[src/rtl/fpga_rst_pkg.sv]
// fpga_rst_pkg: shared types and constants for the FPGA reset sequencer.
// Build option: FPGA_RST_DEBOUNCE_EN (consumed by fpga_rst_debounce).
package fpga_rst_pkg;

  // Sequencer states: both resets held, hold window, slow clock released, running
  typedef enum logic [1:0] {
    RST_ST_WAIT    = 2'd0,
    RST_ST_HOLD    = 2'd1,
    RST_ST_CLK_REL = 2'd2,
    RST_ST_RUN     = 2'd3
  } rst_seq_state_e;

  // Encoding of the last reset cause reported on rst_cause_o
  localparam logic [1:0] RST_CAUSE_POR  = 2'b00;
  localparam logic [1:0] RST_CAUSE_PAD  = 2'b01;
  localparam logic [1:0] RST_CAUSE_LOCK = 2'b10;

  // Larger of two elaboration-time integers, used to size the shared counter
  function automatic int max_int(input int a, input int b);
    return (a > b) ? a : b;
  endfunction

endpackage

[src/rtl/fpga_rst_debounce.sv]
// fpga_rst_debounce: synchronizer plus optional debounce filter for the
// board reset button. With FPGA_RST_DEBOUNCE_EN defined the synchronized level
// must differ from the filtered level for DEBOUNCE_CYCLES consecutive cycles
// before the filtered level follows it; otherwise the synchronized level is
// passed straight through and no counter is built.
module fpga_rst_debounce #(
  parameter int SYNC_STAGES     = 2,
  parameter int DEBOUNCE_CYCLES = 50000
) (
  input  logic clk_i,
  input  logic rst_ni,
  input  logic pad_rstn_i,
  output logic pad_db_o
);

  // Reject illegal parameterisations at elaboration
  if (SYNC_STAGES < 2) begin : g_bad_sync
    $error("fpga_rst_debounce: SYNC_STAGES must be >= 2");
  end
  if (DEBOUNCE_CYCLES < 1) begin : g_bad_db
    $error("fpga_rst_debounce: DEBOUNCE_CYCLES must be >= 1");
  end

  logic [SYNC_STAGES-1:0] pad_sync_q;
  logic                   pad_sync_s;

  // Metastability chain; resets to 0 so the pad reads as "reset asserted"
  always_ff @(posedge clk_i or negedge rst_ni) begin
    if (!rst_ni) begin
      pad_sync_q <= '0;
    end else begin
      pad_sync_q <= {pad_sync_q[SYNC_STAGES-2:0], pad_rstn_i};
    end
  end

  assign pad_sync_s = pad_sync_q[SYNC_STAGES-1];

`ifdef FPGA_RST_DEBOUNCE_EN
  localparam int DB_W = (DEBOUNCE_CYCLES > 1) ? $clog2(DEBOUNCE_CYCLES + 1) : 1;

  logic [DB_W-1:0] db_cnt_q, db_cnt_d;
  logic            db_q, db_d;

  // Count consecutive cycles of disagreement; adopt the new level on the last one
  always_comb begin
    db_cnt_d = '0;
    db_d     = db_q;
    if (pad_sync_s != db_q) begin
      if (db_cnt_q == DB_W'(DEBOUNCE_CYCLES - 1)) begin
        db_d     = pad_sync_s;
        db_cnt_d = '0;
      end else begin
        db_cnt_d = db_cnt_q + DB_W'(1);
      end
    end else begin
      db_cnt_d = '0;
    end
  end

  // Filter state; the filtered level starts low (reset asserted)
  always_ff @(posedge clk_i or negedge rst_ni) begin
    if (!rst_ni) begin
      db_cnt_q <= '0;
      db_q     <= 1'b0;
    end else begin
      db_cnt_q <= db_cnt_d;
      db_q     <= db_d;
    end
  end

  assign pad_db_o = db_q;
`else
  assign pad_db_o = pad_sync_s;
`endif

endmodule

[src/rtl/fpga_rst_seq.sv]
// fpga_rst_seq: board reset sequencer. Synchronizes the reset button and the
// clock-lock indication, then releases the slow-clock generator reset followed
// by the SoC reset. All outputs are registered. Pad debouncing is controlled by
// FPGA_RST_DEBOUNCE_EN inside fpga_rst_debounce.
module fpga_rst_seq
  import fpga_rst_pkg::*;
#(
  parameter int SYNC_STAGES      = 2,
  parameter int DEBOUNCE_CYCLES  = 50000,
  parameter int CLK_HOLD_CYCLES  = 256,
  parameter int CORE_HOLD_CYCLES = 1024
) (
  input  logic       clk_i,
  input  logic       rst_ni,
  input  logic       pad_rstn_i,
  input  logic       clk_locked_i,
  output logic       clk_rst_no,
  output logic       core_rst_no,
  output logic       rst_active_o,
  output logic [1:0] rst_cause_o
);

  localparam int CNT_MAX = max_int(CLK_HOLD_CYCLES, CORE_HOLD_CYCLES);
  localparam int CNT_W   = $clog2(CNT_MAX + 1);

  // Reject illegal hold lengths at elaboration
  if (CLK_HOLD_CYCLES < 1 || CORE_HOLD_CYCLES < 1) begin : g_bad_hold
    $error("fpga_rst_seq: hold cycle counts must be >= 1");
  end

  logic                   pad_db_s;
  logic [SYNC_STAGES-1:0] lock_sync_q;
  logic                   lock_s;
  logic                   rel_ok_s;

  rst_seq_state_e         state_q, state_d;
  logic [CNT_W-1:0]       cnt_q, cnt_d, cnt_inc_s;
  logic                   clk_rst_q, clk_rst_d;
  logic                   core_rst_q, core_rst_d;
  logic                   active_q, active_d;
  logic [1:0]             cause_q, cause_d;

  fpga_rst_debounce #(
    .SYNC_STAGES     (SYNC_STAGES),
    .DEBOUNCE_CYCLES (DEBOUNCE_CYCLES)
  ) u_pad_db (
    .clk_i      (clk_i),
    .rst_ni     (rst_ni),
    .pad_rstn_i (pad_rstn_i),
    .pad_db_o   (pad_db_s)
  );

  // Lock synchronizer; not filtered so a lock loss aborts as fast as possible
  always_ff @(posedge clk_i or negedge rst_ni) begin
    if (!rst_ni) begin
      lock_sync_q <= '0;
    end else begin
      lock_sync_q <= {lock_sync_q[SYNC_STAGES-2:0], clk_locked_i};
    end
  end

  assign lock_s   = lock_sync_q[SYNC_STAGES-1];
  assign rel_ok_s = pad_db_s & lock_s;

  // Sequencer next state, saturating counter, cause capture and output decode
  always_comb begin
    state_d   = state_q;
    cnt_d     = cnt_q;
    cause_d   = cause_q;
    cnt_inc_s = (cnt_q == {CNT_W{1'b1}}) ? cnt_q : cnt_q + CNT_W'(1);

    case (state_q)
      RST_ST_WAIT: begin
        cnt_d = '0;
        if (rel_ok_s) begin
          state_d = RST_ST_HOLD;
        end else begin
          state_d = RST_ST_WAIT;
        end
      end
      RST_ST_HOLD: begin
        if (!rel_ok_s) begin
          state_d = RST_ST_WAIT;
          cnt_d   = '0;
        end else if (cnt_q == CNT_W'(CLK_HOLD_CYCLES - 1)) begin
          state_d = RST_ST_CLK_REL;
          cnt_d   = '0;
        end else begin
          cnt_d = cnt_inc_s;
        end
      end
      RST_ST_CLK_REL: begin
        if (!rel_ok_s) begin
          state_d = RST_ST_WAIT;
          cnt_d   = '0;
        end else if (cnt_q == CNT_W'(CORE_HOLD_CYCLES - 1)) begin
          state_d = RST_ST_RUN;
          cnt_d   = '0;
        end else begin
          cnt_d = cnt_inc_s;
        end
      end
      RST_ST_RUN: begin
        cnt_d = '0;
        if (!rel_ok_s) begin
          state_d = RST_ST_WAIT;
        end else begin
          state_d = RST_ST_RUN;
        end
      end
      default: begin
        state_d = RST_ST_WAIT;
        cnt_d   = '0;
      end
    endcase

    // On WAIT entry a low pad takes precedence over a lock loss
    if ((state_q != RST_ST_WAIT) && (state_d == RST_ST_WAIT)) begin
      cause_d = pad_db_s ? RST_CAUSE_LOCK : RST_CAUSE_PAD;
    end else begin
      cause_d = cause_q;
    end

    // Outputs are decoded from the next state so they switch with the state flop
    clk_rst_d  = (state_d == RST_ST_CLK_REL) || (state_d == RST_ST_RUN);
    core_rst_d = (state_d == RST_ST_RUN);
    active_d   = (state_d != RST_ST_RUN);
  end

  // Sequencer registers; rst_ni forces every output to its asserted value at once
  always_ff @(posedge clk_i or negedge rst_ni) begin
    if (!rst_ni) begin
      state_q    <= RST_ST_WAIT;
      cnt_q      <= '0;
      clk_rst_q  <= 1'b0;
      core_rst_q <= 1'b0;
      active_q   <= 1'b1;
      cause_q    <= RST_CAUSE_POR;
    end else begin
      state_q    <= state_d;
      cnt_q      <= cnt_d;
      clk_rst_q  <= clk_rst_d;
      core_rst_q <= core_rst_d;
      active_q   <= active_d;
      cause_q    <= cause_d;
    end
  end

  assign clk_rst_no   = clk_rst_q;
  assign core_rst_no  = core_rst_q;
  assign rst_active_o = active_q;
  assign rst_cause_o  = cause_q;

endmodule

[config.mk]
export PLATFORM = sky130hd
export DESIGN_NAME = fpga_rst_seq
export DESIGN_NICKNAME = d
export VERILOG_FILES = /design/src/rtl/fpga_rst_pkg.sv /design/src/rtl/fpga_rst_debounce.sv /design/src/rtl/fpga_rst_seq.sv
export SDC_FILE = /design/constraint.sdc
export NUM_CORES = 1
export LEC_CHECK = 0
export ABC_AREA = 1
export CORE_MARGIN = 2
export CORE_UTILIZATION = 32
export DETAILED_ROUTE_END_ITERATION = 8
export PLACE_DENSITY_LB_ADDON = 0.08
export REMOVE_ABC_BUFFERS = 1
export SYNTH_ARGS = -nofsm -noshare
export SYNTH_HDL_FRONTEND = slang
export SYNTH_SLANG_ARGS = --single-unit
[constraint.sdc]
create_clock -name clk_i -period 1.6 [get_ports clk_i]
set_input_delay 0.32 -clock clk_i [delete_from_list [all_inputs] [get_ports clk_i]]
set_output_delay 0.32 -clock clk_i [all_outputs]
set_load 0.01 [all_outputs]
==> results.cfg <==
[final_layout]
fin_nets = 137
drive_gt1_share_pct = 20.61
final_cells = 175
final_area_sq_um = 1240
n_antenna_cell = 0
syn2layout_area_growth_pct = 20.56

[global_routing]
grt_remaining_overflow = 0
grt_pass1_vias = 741
antenna_found_initial = 0
grt_max_degree = 22
groute.usage.overall_pct = 12.76
grt_pass1_wl_um = 3381

[clock_tree]
cts_tree = built
clock-sinks = 21
cts_buffers = 3
htree_levels = 1
clock-root-buffer = clkbuf_4
path_clk_slew_ps = 130
cts_max_path_buffers = 2
clk_latency_ps = 310

[pwr]
p_leak_nw = 0.5534
swShare_pct = 29.05
power.switching_mw = 0.3218
p_clk_share_pct = 24.0
power_mw = 1.108
combPwrFrac_pct = 21.7
powerDensity_nw_per_um2 = 893.5
p_seq_share_pct = 54.3
ir_worst_vdd_uv = 383.7
internal_power_mw = 0.7860

[sta]
setup_slack_ps = 65.93
period_share_pct = 95.88
hold_viol = 0
max_freq_mhz = 651.9
fin_skew_ps = 11.61
grt_setup_unrepaired = no
setup_viol = 0
period_needed_ps = 1534
maxSlewHeadroom_pct = 81.97
slew_viol_final = 0
tns_ps = 0
worst_slew_pin_slew_ps = 270.5

[route]
first_pass_iters = 4
postRouteAntennaNets = 0
drt_iter0_markers = 23
wl_um = 1908
drc = 0
routedWlPerCell_um = 10.90
viasPerCell = 4.257
num_vias = 745

[synth]
yosysSeqAreaShare_pct = 51.22
synth_seq_cells = 21
synth.avg_cell_area_sq_um = 8.943
synthCells = 115
synth.distinct_cells = 27
synth_area_sq_um = 1028
ys_warn_count = 0

[worst_setup_path]
crit_cells = 1
crit_buf_inv = 1
rr_endpoint = cnt_q[5]
worstSetupEndpoint = rst_cause_o[0]
crit_type = reg -> out
max_stage_delay_ps = 530
cp-end-kind = primary output
critPathLaunchType = flop
crit_start = rst_cause_o[0]
critPathTopFamily = buffers and inverters
rr_worst_depth = 8
required_ps = 1280
cpMaxStageDelayCell = clkdlybuf4s50_1
reg2reg_from = cnt_q[0]
crit_path_max_fanout = 2
reg2reg_slack_ps = 120
crit_path_cell_trace = clkdlybuf4s50_1
arrival_ps = 1210

[place]
dp_cells = 168
dp_hpwl_um = 1369
place_area_sq_um = 1171
post-place-ws_ps = 114.5
io_buffers = 8
place.gp.congestion = 0.8348

[floorplan]
core_sq_um = 3053
floorplan.io_pins = 9
rows = 20
dieHeight_um = 60.69
die_x_um = 60.69
start_util_pct = 33.69
dieArea_sq_um = 3683

[job]
cap_violations = 0

[status]
status = finished clean

[min_path]
hold_class = in -> async
cells in the mapped netlist:
master,number,area (sq um)
a21oi_1,2,10.01
a21oi_4,1,16.27
a22oi_1,2,15.01
dfrtp_1,20,500.5
dfstp_2,1,26.28
ha_1,1,12.51
inv_1,12,45.04
inv_2,3,11.26
nand2_1,23,86.33
nand2_2,3,18.77
nand2_4,1,11.26
nand3_1,7,35.03
nand3_2,3,30.03
nand4_1,1,6.260
nor2_1,17,63.81
nor2_2,1,6.260
nor2_4,2,22.52
nor3_1,1,5.000
o21a_1,2,15.01
o21ai_0,1,5.000
o21ai_1,1,5.000
o21ai_2,1,8.760
o21bai_1,2,15.01
o31ai_1,1,7.510
or2_2,1,6.260
xnor2_1,4,35.03
xor2_1,1,8.760
layout by cell type, fill, tap and decap left out, drive strengths merged:
cell           count
o21ai              3
dlygate4sd2        1
clkbuf             3
dfstp              1
o21bai             2
o31ai              1
buf                4
nand2             27
ha                 1
a22oi              2
dfrtp             20
nand4              1
o21a               2
a21oi              3
inv               15
nor3               1
clkdlybuf4s50      7
nor2              20
nand3             10
xnor2              4
or2                1
xor2               1
clkinvlp           1
metal layers:
layer  wire length (um)  global-route usage (%)  up-vias
li1                   -                       -      395
met1                959                   17.40      337
met2                845                   18.43       11
met3                 84                   5.117        2
met4                 19                   4.348        0
met5                  0                       0        -
stage by stage:
stage	hold slack (ps)	utilization (%)
after floorplan	24.41	-
after global placement	333.4	38.36
after detailed placement	335.8	38.36
after CTS	335.3	39.30
after global routing	334.9	40.61
final	334.3	40.61
state kept, by name, summed over array words and instances (netlist names):
name / flops
clk_rst_no: 1
cnt_q: 11
core_rst_no: 1
lock_sync_q: 2
rst_active_o: 1
rst_cause_o: 2
state_q: 1
u_pad_db.pad_sync_q: 2
final cells by class:
type / count / area, sq um
Clock buffer: 3 / 22.52
Inverter: 15 / 56.30
Fill cell: 329 / 1813
Sequential cell: 21 / 526.8
Tap cell: 44 / 55.05
Multi-Input combinational cell: 79 / 462.9
Clock inverter: 1 / 7.507
Timing Repair Buffer: 12 / 108.9
how the worst min path moves through the flow:
stage	end	slack, ps	cells after the start	start
5_1_grt	rst_cause_o[1]	330	2	rst_ni
4_1_cts	rst_cause_o[1]	340	2	rst_ni
3_3_place_gp	lock_sync_q[1]	330	0	lock_sync_q[0]
3_5_place_dp	lock_sync_q[1]	340	0	lock_sync_q[0]
6_report	rst_cause_o[1]	330	2	rst_ni
2_1_floorplan	clk_rst_no	20	0	rst_ni
cells by family after synthesis:
family	share of synthesized area (%)
and+or+nand+nor	28.35
DFF	51.22
buffers and inverters	5.474
AOI/OAI and AO/OA	9.488
xor gates and xnor gates	4.258
adders and majority gates	1.216
power by group through the flow:
| stage | logic (mW) | registers, mW | clock network [mW] |
|---|---|---|---|
| 5_1_grt | 0.274 | 0.610 | 0.303 |
| 3_3_place_gp | 0.218 | 0.607 | 0 |
| 4_1_cts | 0.221 | 0.599 | 0.281 |
| 2_1_floorplan | 0.119 | 0.619 | 0 |
| 6_report | 0.240 | 0.602 | 0.266 |
| 3_5_place_dp | 0.221 | 0.609 | 0 |
what timing repair did:
action / in CTS / in global routing
setup endpoints to repair: 1 / 13
hold buffers: 0 / 0
pin swaps: 0 / 2
buffers inserted: 0 / 3
endpoints found under the hold margin: 0 / 0
resized for setup: 1 / 3
Note: power is estimated with default switching activity, not from simulation.
